<file path="config.mk">
export PLATFORM = sky130hd
export DESIGN_NAME = pwm_frame_scheduler
export DESIGN_NICKNAME = d
export VERILOG_FILES = /design/src/rtl/pwm_frame_scheduler.sv
export SDC_FILE = /design/constraint.sdc
export NUM_CORES = 1
export LEC_CHECK = 0
export ABC_CLOCK_PERIOD_IN_PS = 4500
export CAP_MARGIN = 20
export CORE_UTILIZATION = 45
export DETAILED_ROUTE_END_ITERATION = 10
export SYNTH_ARGS = -nofsm -noshare
export SYNTH_HDL_FRONTEND = slang
export SYNTH_SLANG_ARGS = --single-unit
</file>
<file path="constraint.sdc">
create_clock -name clk -period 4.5 [get_ports clk]
set_input_delay 0.675 -clock clk [delete_from_list [all_inputs] [get_ports clk]]
set_output_delay 0.675 -clock clk [all_outputs]
set_load 0.005 [all_outputs]
</file>
<file path="src/rtl/pwm_frame_scheduler.sv">
// Serial 8-channel PWM sequencer: shifts one duty-compare frame per tick, then pulses latch.
// Outputs are registered one cycle after phase; the host write port only stalls during the act<-pend commit cycle.
module pwm_frame_scheduler #(
    parameter int CHANNELS   = 8,
    parameter int CNT_W      = 7,
    parameter int PERIOD_MAX = 99
) (
    input  logic                        clk,
    input  logic                        reset_n,
    input  logic                        en,
    input  logic                        wr_valid,
    output logic                        wr_ready,
    input  logic [$clog2(CHANNELS)-1:0] wr_ch,
    input  logic [CNT_W-1:0]            wr_duty,
    output logic                        s_out,
    output logic                        latch,
    output logic                        period_start,
    output logic                        busy
);

    localparam int                PH_W     = $clog2(CHANNELS);
    localparam logic [PH_W-1:0]   PH_LAST  = PH_W'(CHANNELS - 1);
    localparam logic [CNT_W-1:0]  CNT_LAST = CNT_W'(PERIOD_MAX);
    localparam logic [CNT_W-1:0]  DUTY_MAX = CNT_W'(PERIOD_MAX + 1);

    typedef enum logic [1:0] {
        ST_IDLE,
        ST_RUN,
        ST_FLUSH
    } state_t;

    state_t             state;
    state_t             state_nxt;
    logic [CNT_W-1:0]   pend [CHANNELS];
    logic [CNT_W-1:0]   act  [CHANNELS];
    logic [CNT_W-1:0]   cnt;
    logic [PH_W-1:0]    ph;
    logic [PH_W-1:0]    bit_ch;
    logic [CNT_W-1:0]   duty_clamped;
    logic               ready_en;
    logic               frame_end;
    logic               start;
    logic               commit;
    logic               wr_fire;
    logic               ch_ok;
    logic               s_out_nxt;
    logic               ps_nxt;
    logic               frame_done_q;

    assign frame_end    = (state != ST_IDLE) && (ph == PH_LAST);
    assign start        = (state == ST_IDLE) && en;
    assign commit       = start || ((state == ST_RUN) && (ph == PH_LAST) && (cnt == CNT_LAST));
    assign wr_ready     = ready_en && !commit;
    assign wr_fire      = wr_valid && wr_ready;
    assign duty_clamped = (wr_duty > DUTY_MAX) ? DUTY_MAX : wr_duty;

    generate
        if ((1 << PH_W) == CHANNELS) begin : g_ch_pow2
            assign ch_ok = 1'b1;
        end else begin : g_ch_npow2
            assign ch_ok = (32'(wr_ch) < 32'(CHANNELS));
        end
    endgenerate

    always_ff @(posedge clk or negedge reset_n) begin
        if (!reset_n) begin
            state <= ST_IDLE;
        end else begin
            state <= state_nxt;
        end
    end

    // A stop request only takes effect on the last phase so frames are never truncated.
    always_comb begin
        state_nxt = state;
        unique case (state)
            ST_IDLE:  if (en)               state_nxt = ST_RUN;
            ST_RUN:   if (frame_end && !en) state_nxt = ST_FLUSH;
            ST_FLUSH: if (frame_end)        state_nxt = ST_IDLE;
            default:                        state_nxt = ST_IDLE;
        endcase
    end

    always_comb begin
        s_out_nxt = 1'b0;
        ps_nxt    = 1'b0;
        bit_ch    = PH_LAST - ph;
        if (state == ST_RUN) begin
            s_out_nxt = (cnt < act[bit_ch]);
            ps_nxt    = (ph == '0) && (cnt == '0);
        end
        busy = (state != ST_IDLE);
    end

    always_ff @(posedge clk or negedge reset_n) begin
        if (!reset_n) begin
            s_out        <= 1'b0;
            period_start <= 1'b0;
            frame_done_q <= 1'b0;
            latch        <= 1'b0;
            ready_en     <= 1'b0;
        end else begin
            s_out        <= s_out_nxt;
            period_start <= ps_nxt;
            frame_done_q <= frame_end;
            latch        <= frame_done_q;
            ready_en     <= 1'b1;
        end
    end

    always_ff @(posedge clk or negedge reset_n) begin
        if (!reset_n) begin
            ph  <= '0;
            cnt <= '0;
        end else begin
            unique case (state)
                ST_RUN: begin
                    if (ph == PH_LAST) begin
                        ph  <= '0;
                        cnt <= (cnt == CNT_LAST) ? '0 : cnt + 1'b1;
                    end else begin
                        ph <= ph + 1'b1;
                    end
                end
                ST_FLUSH: begin
                    ph  <= (ph == PH_LAST) ? '0 : ph + 1'b1;
                    cnt <= '0;
                end
                default: begin
                    ph  <= '0;
                    cnt <= '0;
                end
            endcase
        end
    end

    // Writes and commits are mutually exclusive because wr_ready drops on commit.
    always_ff @(posedge clk or negedge reset_n) begin
        if (!reset_n) begin
            for (int i = 0; i < CHANNELS; i++) begin
                pend[i] <= '0;
                act[i]  <= '0;
            end
        end else begin
            if (wr_fire && ch_ok) begin
                pend[wr_ch] <= duty_clamped;
            end
            if (commit) begin
                for (int i = 0; i < CHANNELS; i++) begin
                    act[i] <= pend[i];
                end
            end
        end
    end

endmodule

</file>
======== Word level (Yosys, flattened, before mapping) ========
Index checks and enable logic that the tools add are counted.
storage, ports and cells
  bits in registers ....................... 129
  input port bits ......................... 14
  output and inout port bits .............. 5
  word-level logic and storage cells ...... 78
operators by class
  add/sub/neg operators ................... 3
  magnitude comparators ................... 5
  equality and inequality tests ........... 8
  multiplexer cells ....................... 18
  bitwise logic cells ..................... 2
  reductions and logical operators ........ 18
operator list
  cell                                                                    count
  56-bit bitwise mux                                                      1
  7-bit two-way mux                                                       7
  7-bit binary-select mux with 3-bit select                               1
  7-bit demux with 3-bit select                                           1
  1-bit logical AND                                                       9
  4-bit greater-or-equal comparator (second input constant)               2
  2-bit != test (second input constant)                                   4
  3-bit NOT with 4-bit output                                             2
  7-bit by 1-bit adder with 7-bit output (second input constant)          1
  7-bit equality test (second input constant)                             1
  7-bit > comparator (second input constant)                              1
  7-bit logical NOT                                                       1
  7-bit < comparator                                                      1
  2-bit two-way mux                                                       3
  3-bit two-way mux                                                       2
  2-bit case mux with 3 select lines                                      1
  4-bit by 1-bit < comparator with 1-bit output (second input constant)   1
  3-bit by 1-bit adder with 3-bit output (second input constant)          1
  3-bit equality test (second input constant)                             1
  3-bit logical NOT                                                       1
  3-bit AND reduction                                                     1
  3-bit subtractor (first input constant)                                 1
  2-bit by 1-bit equality test with 1-bit output (second input constant)  1
  2-bit equality test (second input constant)                             1
  6 further kinds                                                         8

======== Longest topological paths before layout ========
Gate-level depths: netlist of run 1.
  depth after elaboration ................. 7
  mapped depth ............................ 9

======== Least setup slack after synthesis of run 1 ========
Ideal clock, no wire load.
  path type ............................... reg-to-reg
  start ................................... reg ph[0]
  end ..................................... reg s_out
  setup time .............................. 0.104 ns
  arrival time ............................ 2.523 ns
  required time ........................... 4.396 ns
  path slack .............................. 1.873 ns
  cell stages (with the launch flop) ...... 9
  clock period less this slack ............ 2.627 ns
  cells stage by stage .................... dfrtp_1 > buf_2 > buf_2 > mux4_2 > mux2i_1 > ha_1 > a2111oi_0 > o2111ai_1 > a221oi_1
between the ends
  longest elaborated chain between the ends .. 7
RTL lines
  what                                                  line  source
  from (decl)                                           37    logic [PH_W-1:0] ph;
  from (signal assigned)                                122   ph <= ph + 1'b1;
  from (signal assigned)                                126   ph <= (ph == PH_LAST) ? '0 : ph + 1'b1;
  3-bit subtractor                                      87    bit_ch = PH_LAST - ph;
  3-bit NOT with 4-bit output (not written as such)     89    s_out_nxt = (cnt < act[bit_ch]);
  7-bit binary-select mux with 3-bit select             89
  7-bit two-way mux (not written as such) (2 in a row)  89
  7-bit < comparator                                    89
  1-bit two-way mux                                     88    if (state == ST_RUN) begin
  net s_out_nxt                                         46    logic s_out_nxt;
  to (signal assigned)                                  103   s_out <= s_out_nxt;
  to (decl)                                             15    output logic s_out,
The timed path passes the listed nets, and every way through them passes these cells. The select of a mux whose other input is x is not followed.
A chain may end at the register's enable or synchronous reset.

======== Worst setup path in the final report of run 1 ========
  start ................................... reg ph[2]
  end ..................................... out wr_ready
between the ends
  longest elaborated chain between the ends .. 6
RTL lines
  what                            line  source
  3-bit equality test             52    assign commit = start || ((state == ST_RUN) && (ph == PH_LAST) && (cnt == CNT_LAST));
  1-bit logical AND (2 in a row)  52
  1-bit logical OR                52
  1-bit logical NOT               53    assign wr_ready = ready_en && !commit;
  1-bit logical AND               53
  to (decl)                       12    output logic wr_ready,
Every way passes these cells.

==> results of run 1 <==
metrics by stage:
| stage | hold slack [ps] | setup slack [ps] | util (%) | area (µm²) | power, mW |
|---|---|---|---|---|---|
| after floorplan | 331 | 1870 | - | 5980 | 2.79 |
| after global placement | 333 | 1420 | 49.0 | 6260 | 3.04 |
| after detailed placement | 339 | 1300 | 49.0 | 6260 | 3.08 |
| after CTS | 333 | 846 | 53.1 | 6780 | 4.31 |
| after global routing | 369 | 701 | 53.1 | 6780 | 4.51 |
| final | 304 | 888 | 53.1 | 6780 | 4.27 |
sequential cells by signal, summed over array words and instances, names as in the netlist, 2 cells and up:
register and flops:
ph 3, state 2, cnt 7, pend 56, act 56
worst max-delay path, cell delays in order (launching register included):
cell and delay, ps:
dfrtp_1 670, ha_1 570, nand2_1 120, or3_1 480
and3_1 240, clkdlybuf4s50_1 440
routing by layer:
metal / global-route usage [%] / routed length [µm] / vias up
li1: - / - / 1468
met1: 25.9 / 5440 / 1686
met2: 29.7 / 5520 / 58
met3: 4.53 / 294 / 20
met4: 10.5 / 330 / 0
met5: 0 / 0 / -
kinds of logic (layout without fill, tap and decap cells):
group	Yosys count	count (layout)	share of synthesized area [%]
multiplexers	136	136	30.4
flip-flops	129	129	54.0
AND/OR/NAND/NOR	56	56	5.94
buffers and inverters	31	65	3.60
AO/OA/AOI/OAI	22	22	2.62
adder cells (fa/ha/maj)	15	15	3.14
XOR/XNOR	2	2	0.293
other	1	1	0.0627
report_power, final:
group,switching [mW],total [mW],internal [mW],leakage [nW]
clock network,0.481,1.22,0.739,0.257
logic,0.446,1.22,0.776,1.18
registers,0.250,1.82,1.57,1.64
total,1.18,4.27,3.09,3.09
cells in the final DEF, fill, tap and decap left out, types with 3 or more instances in the layout:
master,instances
a21oi_1,4
mux2i_1,10
buf_4,5
nor2_1,7
nand3_1,7
dfrtp_1,129
nor4b_1,3
ha_1,15
and2_1,8
clkdlybuf4s50_1,17
a21boi_0,3
clkinv_2,5
clkbuf_1,5
clkbuf_16,17
nand2_1,10
mux2_2,73
mux4_2,13
clkbuf_8,3
mux2_4,40
inv_1,10
final cells by class:
| type | instances | area, µm² | share of cell area (%) |
|---|---|---|---|
| multi-input cells | 232 | 2540 | 37.4 |
| flip-flops and latches | 129 | 3230 | 47.6 |
| clock inverters | 6 | 32.5 | 0.480 |
| well taps | 172 | 215 | 3.17 |
| repair buffers | 24 | 248 | 3.65 |
| inverters | 10 | 37.5 | 0.553 |
| clock buffers | 25 | 485 | 7.16 |
path summary, 6_finish.rpt:
path,startpoint,to,slack (ps),cells past startpoint
min in group clk,frame_done_q$_DFF_PN0_,latch$_DFF_PN0_,350,0
setup / recovery,ph[2]$_DFF_PN0_,wr_ready,890,5
setup reg to reg,ph[2]$_DFF_PN0_,act[13]$_DFFE_PN0P_,1350,6
hold / removal,reset_n,latch$_DFF_PN0_,300,1
max in group asynchronous,reset_n,pend[34]$_DFFE_PN0P_,3360,2
hold reg to reg,frame_done_q$_DFF_PN0_,latch$_DFF_PN0_,350,0
==> impl_metrics.csv, run 1 <==
group,metric,value,unit
outcome,status,"finished, final reports clean",
synthesis,syn_area_per_cell,15.3,µm²
sta,maxSlewViolCount,0,
cells_and_area,drive_above_1_share,39.4,%
synthesis,ys_seq_elements,129,
sta,final.period_utilization,80.3,%
sta,period_needed,3610,ps
sta,tns,0,ps
clock_network,numCtsBuffers,17,
global_routing,grt_pass1_wl,18800,µm
drt,dr.pass1.iters,5,
floorplan,core,0.0128,mm²
clock_network,root_buffer,"clkbuf_16",
clock_network,path_clk_slew,50,ps
drt,vias_per_cell,5.40,
cells_and_area,area_growth,13.4,%
place,dp_hpwl,7680,µm
synthesis,synthTopCellsByArea,"dfrtp_1, mux2_2, mux2_4, mux4_2, ha_1",
floorplan,die_h,117,µm
clock_network,post-cts-setup-buffers,0,
global_routing,grt_pass1_vias,3391,
clock_network,cts_max_level,4,
clock_network,cts_resized,0,
place,place_congestion,0.798,
sta,finalSetupViolations,0,
synthesis,synth_cell_types,47,
drt,vias,3232,
worst_hold_path,hold_class,"input pin to asynchronous set/reset pin",
synthesis,synth.most_common_cell,"dfrtp_1",
global_routing,grt_max_degree,73,
sta,rsz0062_at_grt,"false",
sta,tightest_slew,1040,ps
drt,antenna_left,0,
global_routing,grt_antenna_before_repair,0,
synthesis,yosysWarnings,0,
clock_network,cts.sinks,129,
sta,finalHoldViolations,0,
synthesis,synth_flop_cell,"dfrtp_1",
cells_and_area,fillerInstances,1034,
floorplan,start_util,46.8,%
synthesis,async_flop_share,100,%
cells_and_area,antennaDiodeCount,0,
cells_and_area,nets,443,
clock_network,cts_hold_buf,0,
global_routing,groute.usage.overall,19.5,%
drt,drtIter0Drc,228,
floorplan,io_pins,19,
global_routing,grt_overflow,0,
synthesis,yosysTopAreaCell,"dfrtp_1",
floorplan,die_x,117,µm
synthesis,synth_edf_count,0,
clock_network,insertion_delay,420,ps
place,dp_cells,567,
synthesis,synth_top_area_share,54.0,%
setup_path,critPathRequiredTime,3830,ps
floorplan,num_rows,41,
clock_network,cts_buffer_depth,2,
setup_path,critPathArrivalTime,2940,ps
synthesis,synth_commonest_cells,"dfrtp_1, mux2_2, mux2_4, ha_1, mux4_2",
power_and_ir_drop,peakVddDrop,0.272,mV
floorplan,dieArea,0.0138,mm²
power_and_ir_drop,cellLeakagePower,3.09,nW
sta,fmax,277,MHz
drt,wl_per_cell,19.4,µm
cells_and_area,layout.cells.non_filler,598,
job,maxCapViolCount,0,
setup_path,end_kind,"primary output",
synthesis,synth_nets,421,
place,portBuffers,18,
setup_path,crit_type,"register to primary output",
drt,wirelength,11600,µm
clock_network,cts_tree,"built",
synthesis,synth_area,0.00598,mm²
sta,fin_skew,4.84,ps
synthesis,syn-instance-count,392,
synthesis,yosysSeqAreaShare,54.0,%
sta,slew_headroom,30.1,%
drt,drc,0,
power_and_ir_drop,power_density,629,mW/mm²
setup_path,path_max_fanout,14,
setup_path,startpoint_type,"register",
(Power assumes the default switching activity.)
==> run 2: changes to the inputs <==
--- a/config.mk
+++ b/config.mk
@@ -5,7 +5,7 @@
 export SDC_FILE = /design/constraint.sdc
 export NUM_CORES = 1
 export LEC_CHECK = 0
-export ABC_CLOCK_PERIOD_IN_PS = 4500
+export ABC_CLOCK_PERIOD_IN_PS = 3000
 export CAP_MARGIN = 20
 export CORE_UTILIZATION = 45
 export DETAILED_ROUTE_END_ITERATION = 10
==> constraint.sdc (replaced) <==
create_clock -name clk -period 3 [get_ports clk]
set_input_delay 0.45 -clock clk [delete_from_list [all_inputs] [get_ports clk]]
set_output_delay 0.45 -clock clk [all_outputs]
set_load 0.005 [all_outputs]
==> run 2 against run 1 <==
  * Core utilization grew 2.0 points
  * Worst setup slack lost 770 ps
  * Critical path type unchanged
  * The flow now finishes with violations (hold timing)
  * Clock-buffer cell count is the same
  * First-iteration DRC count grew 3.1%
  * Largest power group unchanged
  * Highest routed layer unchanged
==> impl_metrics.csv, run 2 (synthesized netlist as in run 1, its figures left out) <==
group,metric,value,unit
place,dp_hpwl,7660,µm
sta,slew_headroom,51.2,%
floorplan,core,0.0128,mm²
clock_network,insertion_delay,420,ps
cells_and_area,drive_above_1_share,42.7,%
sta,finalSetupViolations,0,
power_and_ir_drop,switchingPower,1.79,mW
power_and_ir_drop,p_int,5.11,mW
global_routing,grt_pass1_vias,3431,
job,maxCapViolCount,0,
place,portBuffers,18,
power_and_ir_drop,seq_power_share,39.1,%
cells_and_area,largestRegisters,"act: 56 flops, pend: 56 flops, cnt: 7 flops",
setup_path,startpoint_type,"register",
cells_and_area,antennaDiodeCount,0,
power_and_ir_drop,cellLeakagePower,3.21,nW
setup_path,critPathRequiredTime,2550,ps
cells_and_area,area_growth,17.7,%
clock_network,cts_tree,"built",
outcome,status,"finished with violations",
cells_and_area,fillerInstances,1051,
floorplan,die_h,117,µm
setup_path,path_max_fanout,6,
floorplan,die_x,117,µm
drt,drc,0,
global_routing,grt_overflow,0,
sta,fmax,347,MHz
floorplan,num_rows,41,
clock_network,cts_max_level,4,
clock_network,cts.sinks,129,
clock_network,numCtsBuffers,17,
sta,tightest_slew,730,ps
floorplan,dieArea,0.0138,mm²
sta,period_needed,2880,ps
clock_network,path_clk_slew,50,ps
place,post_dp_cell_area,0.00636,mm²
setup_path,r2r_slack,320,ps
worst_hold_path,hold_class,"input pin to asynchronous set/reset pin",
drt,drtIter0Drc,235,
sta,holdWs,-2.46,ps
drt,vias_per_cell,5.41,
floorplan,io_pins,19,
clock_network,cts_buffer_depth,2,
cells_and_area,layout_commonest_cell,"dfrtp_1",
cells_and_area,mostFrequentLayoutCells,"dfrtp_1, mux2_2, mux2_4",
power_and_ir_drop,power_frac_clock,33.0,%
drt,vias,3298,
setup_path,end_kind,"primary output",
sta,rsz0062_at_grt,"false",
global_routing,grt_antenna_before_repair,0,
power_and_ir_drop,peakVddDrop,0.411,mV
place,dp_cells,578,
global_routing,groute.usage.overall,19.5,%
power_and_ir_drop,pwr-share-comb,27.9,%
drt,wirelength,11600,µm
sta,final.period_utilization,96.1,%
sta,worst_slack,118,ps
drt,antenna_left,0,
sta,finalHoldViolations,3,
clock_network,root_buffer,"clkbuf_16",
global_routing,grt_pass1_wl,19000,µm
sta,fin_skew,7.92,ps
global_routing,grt_max_degree,61,
sta,tns,0,ps
cells_and_area,fin_util,55.1,%
drt,wl_per_cell,19.1,µm
sta,maxSlewViolCount,0,
place,place_congestion,0.805,
setup_path,crit_type,"register to primary output",
drt,dr.pass1.iters,4,
cells_and_area,finalInstanceArea,0.00704,mm²
cells_and_area,nets,454,
power_and_ir_drop,power_density,980,mW/mm²
power_and_ir_drop,swShare,25.9,%
place,place_ws,164,ps
outcome,violations,"hold timing",
setup_path,critPathArrivalTime,2430,ps
floorplan,start_util,46.8,%
cells_and_area,layout.cells.non_filler,610,
clock_network,cts_hold_buf,0,
-- run 2: changes by cell type in the layout (fill, tap and decap cells not counted), sizes merged --
cell	change
buf	+11
bufinv	+4
clkinv	-4
clkinvlp	+1
-- run 2: final cells by class --
type / instances / area [µm²] / share of cell area [%]
sequential: 129 / 3230 / 45.9
multi-input combinational: 232 / 2550 / 36.2
clock buffer: 25 / 526 / 7.46
timing repair buffer: 35 / 343 / 4.87
tap: 172 / 215 / 3.06
clock inverter: 7 / 144 / 2.04
inverter: 10 / 37.5 / 0.533
-- run 2: power by group through the flow --
stage                     clock [mW]  sequential, mW  combinational (mW)
final                           2.28            2.70                1.92
after floorplan                    0            2.59                1.59
after global routing            2.39            2.78                2.10
after global placement             0            2.71                1.90
after CTS                       2.33            2.70                1.95
after detailed placement           0            2.72                1.95
-- run 2: metal layers --
layer	vias up	track usage (%)	share of wire, %
met3	26	4.58	3.3
met2	66	28.7	45
met4	0	10.7	3.4
met1	1715	26.6	48
li1	1491	-	-
met5	-	0	0
-- run 2: timing repair --
item	in CTS	in global routing
setup endpoints to repair	1	2
resized for setup	1	2
buffers inserted	0	0
-- run 2: worst max-delay path: stages (launching register included) --
cell             delay (ps)
dfrtp_1                 450
ha_1                    260
nand3_1                 190
or3_4                   480
and3_1                  200
clkdlybuf4s50_1         440
-- run 2: final timing paths --
kind                                         from                     end  cells after the start
min in group clk           frame_done_q$_DFF_PN0_         latch$_DFF_PN0_                      0
max in group asynchronous                 reset_n     act[25]$_DFFE_PN0P_                      2
setup reg to reg                  ph[0]$_DFF_PN0_         s_out$_DFF_PN0_                      6
setup / recovery               cnt[0]$_DFFE_PN0P_                wr_ready                      5
hold reg to reg            frame_done_q$_DFF_PN0_         latch$_DFF_PN0_                      0
hold / removal                            reset_n  frame_done_q$_DFF_PN0_                      1
-- run 2: through the flow --
stage / hold slack, ps / total power, mW
floorplan: 154 / 4.19
global placement: 336 / 4.61
detailed placement: 340 / 4.67
CTS: 8.21 / 6.98
global route: 28.7 / 7.27
finish: -2.46 / 6.90
==> run 3: changes to the inputs <==
--- a/config.mk
+++ b/config.mk
@@ -9,6 +9,7 @@
 export CAP_MARGIN = 20
 export CORE_UTILIZATION = 45
 export DETAILED_ROUTE_END_ITERATION = 10
+export REMOVE_ABC_BUFFERS = 1
 export SYNTH_ARGS = -nofsm -noshare
 export SYNTH_HDL_FRONTEND = slang
 export SYNTH_SLANG_ARGS = --single-unit
==> run 3 against run 2 <==
  * The run now ends clean
  * Critical path depth down 1
  * Sequential share of layout area rose by 0.54 points
  * Wire length is 0.18% lower
  * Final area decreased by 1.2%
  * Worst hold slack improved by 360 ps
  * Combinational power hardly changed
  * Core utilization is 0.67 points lower
  * Fmax increased by 0.54%
  * Highest routed layer unchanged
==> impl_metrics.csv, run 3 (synthesized netlist as in run 1, its figures left out) <==
group,metric,value,unit
power_and_ir_drop,p_int,4.87,mW
sta,finalSetupViolations,0,
sta,tightest_slew,705,ps
floorplan,die_h,117,µm
global_routing,grt_max_degree,72,
clock_network,root_buffer,"clkbuf_16",
clock_network,numCtsBuffers,17,
clock_network,cts.sinks,129,
worst_hold_path,hold_class,"register to register",
cells_and_area,layout.cells.non_filler,608,
drt,drc,0,
floorplan,die_x,117,µm
floorplan,num_rows,41,
drt,drtIter0Drc,180,
cells_and_area,area_growth,16.3,%
floorplan,dieArea,0.0138,mm²
setup_path,path_max_fanout,7,
drt,wl_per_cell,19.1,µm
sta,period_needed,2870,ps
cells_and_area,nets,452,
global_routing,grt_pass1_wl,19200,µm
clock_network,cts_max_level,4,
place,dp_hpwl,7330,µm
job,maxCapViolCount,0,
setup_path,end_kind,"primary output",
floorplan,io_pins,19,
power_and_ir_drop,peakVddDrop,0.419,mV
sta,maxSlewViolCount,0,
sta,final.period_utilization,95.6,%
outcome,status,"finished, final reports clean",
cells_and_area,area.sequential,0.00323,mm²
floorplan,core,0.0128,mm²
drt,vias,3240,
sta,slew_headroom,52.9,%
power_and_ir_drop,pwr-share-comb,28.7,%
sta,fin_skew,8.06,ps
place,post_dp_cell_area,0.00632,mm²
setup_path,critPathArrivalTime,2420,ps
power_and_ir_drop,cellLeakagePower,3.15,nW
cells_and_area,fin_util,54.5,%
cells_and_area,antennaDiodeCount,0,
place,portBuffers,18,
cells_and_area,finalInstanceArea,0.00696,mm²
clock_network,cts_tree,"built",
setup_path,startpoint_type,"register",
global_routing,grt_antenna_before_repair,0,
drt,wirelength,11600,µm
cells_and_area,drive_above_1_share,42.2,%
cells_and_area,fillerInstances,1044,
clock_network,path_clk_slew,60,ps
cells_and_area,multiInputGateArea,0.00255,mm²
power_and_ir_drop,seq_power_share,40.1,%
sta,rsz0062_at_grt,"false",
setup_path,crit_type,"register to primary output",
power_and_ir_drop,power_density,963,mW/mm²
drt,antenna_left,0,
clock_network,cts_buffer_depth,2,
global_routing,grt_pass1_vias,3464,
power_and_ir_drop,power_frac_clock,31.2,%
floorplan,start_util,46.8,%
global_routing,grt_overflow,0,
sta,fmax,349,MHz
power_and_ir_drop,swShare,27.2,%
cells_and_area,layout_commonest_cell,"dfrtp_1",
sta,tns,0,ps
setup_path,critPathRequiredTime,2550,ps
place,dp_cells,575,
cells_and_area,mostFrequentLayoutCells,"dfrtp_1, mux2_2, mux2_4",
drt,vias_per_cell,5.33,
power_and_ir_drop,p_total,6.70,mW
power_and_ir_drop,switchingPower,1.82,mW
global_routing,groute.usage.overall,19.4,%
cells_and_area,largestRegisters,"act: 56 flops, pend: 56 flops, cnt: 7 flops",
sta,finalHoldViolations,0,
drt,dr.pass1.iters,4,
clock_network,insertion_delay,410,ps
place,place_congestion,0.835,
-- run 3: changes by cell type in the layout (fill, tap and decap cells not counted), moves of 2 or more --
cell	before	now
buf_4	15	13
clkinv_2	0	2
clkinvlp_4	2	6
clkbuf_8	7	1
-- run 3: metal layers --
| metal | global-route usage [%] | routed length [µm] | vias to the layer above | part of all wire (%) |
|---|---|---|---|---|
| li1 | - | - | 1481 | - |
| met1 | 25.9 | 5580 | 1700 | 48 |
| met2 | 30.5 | 5470 | 44 | 47 |
| met3 | 4.63 | 282 | 15 | 2.4 |
| met4 | 8.19 | 277 | 0 | 2.4 |
| met5 | 0 | 0 | - | 0 |
-- run 3: path summary, 6_finish.rpt --
path                                              from                 end  slack, ps  depth (start not counted)
worst max register to register         ph[0]$_DFF_PN0_     s_out$_DFF_PN0_        320                          6
worst max-delay path                cnt[2]$_DFFE_PN0P_            wr_ready        130                          4
worst min-delay path            frame_done_q$_DFF_PN0_     latch$_DFF_PN0_        360                          0
worst min register to register  frame_done_q$_DFF_PN0_     latch$_DFF_PN0_        360                          0
max in group asynchronous                      reset_n  act[3]$_DFFE_PN0P_       1740                          3
min in group asynchronous                      reset_n     latch$_DFF_PN0_        480                          2
-- run 3: stage by stage --
step / hold slack (ps) / worst slack [ps]
2_1_floorplan: 154 / -155
3_3_place_gp: 341 / 333
6_report: 361 / 133
3_5_place_dp: 354 / 367
5_1_grt: 375 / 60.7
4_1_cts: 367 / 52.7
-- run 3: what timing repair did --
action | CTS | global route
hold buffers | 1 | 0
hold endpoints to repair | 23 | 0
resized for setup | 1 | 2
setup endpoints to repair | 1 | 1
pin swaps | 0 | 0
setup buffers | 0 | 0
-- run 3: final cells by class --
type / instances / share of cell area (%)
flip-flops and latches: 129 / 46.4
multi-input cells: 232 / 36.7
clock buffers: 19 / 6.37
repair buffers: 33 / 4.57
well taps: 172 / 3.09
clock inverters: 13 / 2.34
inverters: 10 / 0.540
-- run 3: worst max-delay path: stages (launching register included) --
cell and delay, ps:
dfrtp_1 450, or3_4 460, or3_4 460, and3_1 200, clkdlybuf4s50_1 440
-- run 3: power groups by stage --
| stage | Clock (mW) | Combinational [mW] | Sequential [mW] |
|---|---|---|---|
| after floorplan | 0 | 1.43 | 2.66 |
| after global placement | 0 | 1.91 | 2.69 |
| after detailed placement | 0 | 1.94 | 2.71 |
| after CTS | 2.13 | 1.94 | 2.69 |
| after global routing | 2.20 | 2.09 | 2.77 |
| final | 2.09 | 1.92 | 2.68 |
==> RTL change, RTL diff (config.mk and constraints of run 2) <==
Re-encode `state_t` (3 states) as one-hot, 3 bits wide.
--- a/src/rtl/pwm_frame_scheduler.sv
+++ b/src/rtl/pwm_frame_scheduler.sv
@@ -23,10 +23,10 @@
     localparam logic [CNT_W-1:0]  CNT_LAST = CNT_W'(PERIOD_MAX);
     localparam logic [CNT_W-1:0]  DUTY_MAX = CNT_W'(PERIOD_MAX + 1);
 
-    typedef enum logic [1:0] {
-        ST_IDLE,
-        ST_RUN,
-        ST_FLUSH
+    typedef enum logic [2:0] {
+        ST_IDLE  = 3'b001,
+        ST_RUN   = 3'b010,
+        ST_FLUSH = 3'b100
     } state_t;
 
     state_t             state;
Formal check against the unedited RTL: same outputs for any inputs over 10 cycles, from zero or initial values and one cycle with reset_n low; not proved beyond that.
==> RTL change against run 2 <==
Design area down 2.5%; global-route usage rose by 0.32 points; area after synthesis shrank 1.3%; via count fell by 0.97%; core utilization fell by 1.1 points; setup slack better by 25 ps; sequential share of layout area up 1.5 points; wire length is 0.46% lower; sequential cell count rose by 1; total power decreased by 6.4%; largest cell class unchanged.
==> RTL change: results (changes against run 2) <==
RUN STATUS
----------------------------------------------------------------------
Status                                                    finished, final reports clean

GRT
----------------------------------------------------------------------
First-pass GRT wire length                                    19200 µm   +1.4%
Vias in the first global route                                    3421   -0.29%
Pin count of the biggest net entering global routing                65   +6.6%
Total GRT Usage                                                  0.198   +0.00318

LOGIC SYNTHESIS
----------------------------------------------------------------------
Xor/xnor cell area share of the yosys netlist                  0.00297   +0.0000379
Compound-Gate Fraction of Synth Area                            0.0276   +0.00140
Ranking of synthesized cells by area                      sky130_fd_sc_hd__dfrtp_1, sky130_fd_sc_hd__mux2_2, sky130_fd_sc_hd__mux2_4
Adder-cell share of the synthesized area                        0.0233   -0.00807
Proportion of synthesized chip area in sequential cells          0.551   +0.0114
Synthesized netlist net count                                      420   -0.24%
Cell count after synthesis                                         395   +0.77%
Proportion of synthesized area in mux cells                      0.299   -0.00476

STA
----------------------------------------------------------------------
Worst clock skew on the final layout                           8.32 ps   +0.407 ps
Final hold slack                                               72.7 ps   +75.2 ps

PLACEMENT
----------------------------------------------------------------------
Placed Instance Area                                       0.00628 mm²   -1.2%
RePlAce Congestion                                               0.726   -9.8%
Instance count after placement with tap cells included             575   -0.52%
Dpl ws                                                          463 ps   +299 ps

ROUTE
----------------------------------------------------------------------
Initial drt markers                                                122   -48%
Total wirelength of the detailed-routed design                11600 µm   -0.46%
Detailed-route via count                                          3266   -0.97%

WORST SETUP PATH
----------------------------------------------------------------------
Worst Path Max Fanout                                                9   +3
Biggest cell delay along the critical path                      500 ps   +20 ps

CELLS AND AREA
----------------------------------------------------------------------
Non-filler cells, final                                            606   -0.66%
Layout Utilization                                               0.540   -0.0114

PWR
----------------------------------------------------------------------
Leakage power                                                  3.12 nW   -2.7%

FLOORPLANNING
----------------------------------------------------------------------
Die Width                                                       117 µm   -0.63%

==> RTL change: changes by cell type after synthesis, moves of 3 or more <==
cell | run 2 | this run
sky130_fd_sc_hd__buf_6 | 1 | 4
sky130_fd_sc_hd__a21oi_1 | 4 | 7
sky130_fd_sc_hd__buf_2 | 5 | 9
sky130_fd_sc_hd__mux2_4 | 40 | 29
sky130_fd_sc_hd__and3_1 | 1 | 5
sky130_fd_sc_hd__a31oi_1 | 0 | 3
sky130_fd_sc_hd__a21boi_0 | 3 | 0
sky130_fd_sc_hd__mux2_2 | 73 | 84
sky130_fd_sc_hd__buf_12 | 5 | 0
sky130_fd_sc_hd__ha_1 | 15 | 11
==> RTL change: timing repair <==
action                                  4_1_cts  5_1_grt
endpoints found under the setup margin        0        1
endpoints found under the hold margin         0        0
setup buffers                                 0        0
resized for setup                             0        2
==> RTL change: routing by layer <==
layer  up-vias  global-route usage  routed length, µm  part of all wire
li1       1501                   -                  -                 -
met1      1712               0.261               5340              0.46
met2        43               0.316               5780              0.50
met3        10              0.0483                322             0.028
met4         0              0.0785                121             0.010
met5         -                   0                  0                 0
==> RTL change: power breakdown <==
part	internal (mW)	switching, mW	total, mW
clock	1.30	0.695	2.00
combinational	1.09	0.604	1.69
sequential	2.40	0.370	2.77
total	4.79	1.67	6.46
==> RTL change: worst max path at each step <==
stage                from  endpoint  slack [ps]  cells after the start
global placement    ph[0]     s_out         460                      7
CTS                 ph[0]  wr_ready          70                      7
detailed placement  ph[0]     s_out         460                      7
floorplan           ph[0]     s_out         270                      9
global route        ph[0]  wr_ready          10                      7
finish              ph[0]  wr_ready         140                      7
==> RTL change: layout make-up <==
type,count,share of cell area
sequential,130,0.474
inverter,9,0.00492
multi-input combinational,233,0.362
clock inverter,5,0.0109
tap,172,0.0313
timing repair buffer,31,0.0437
clock buffer,26,0.0727
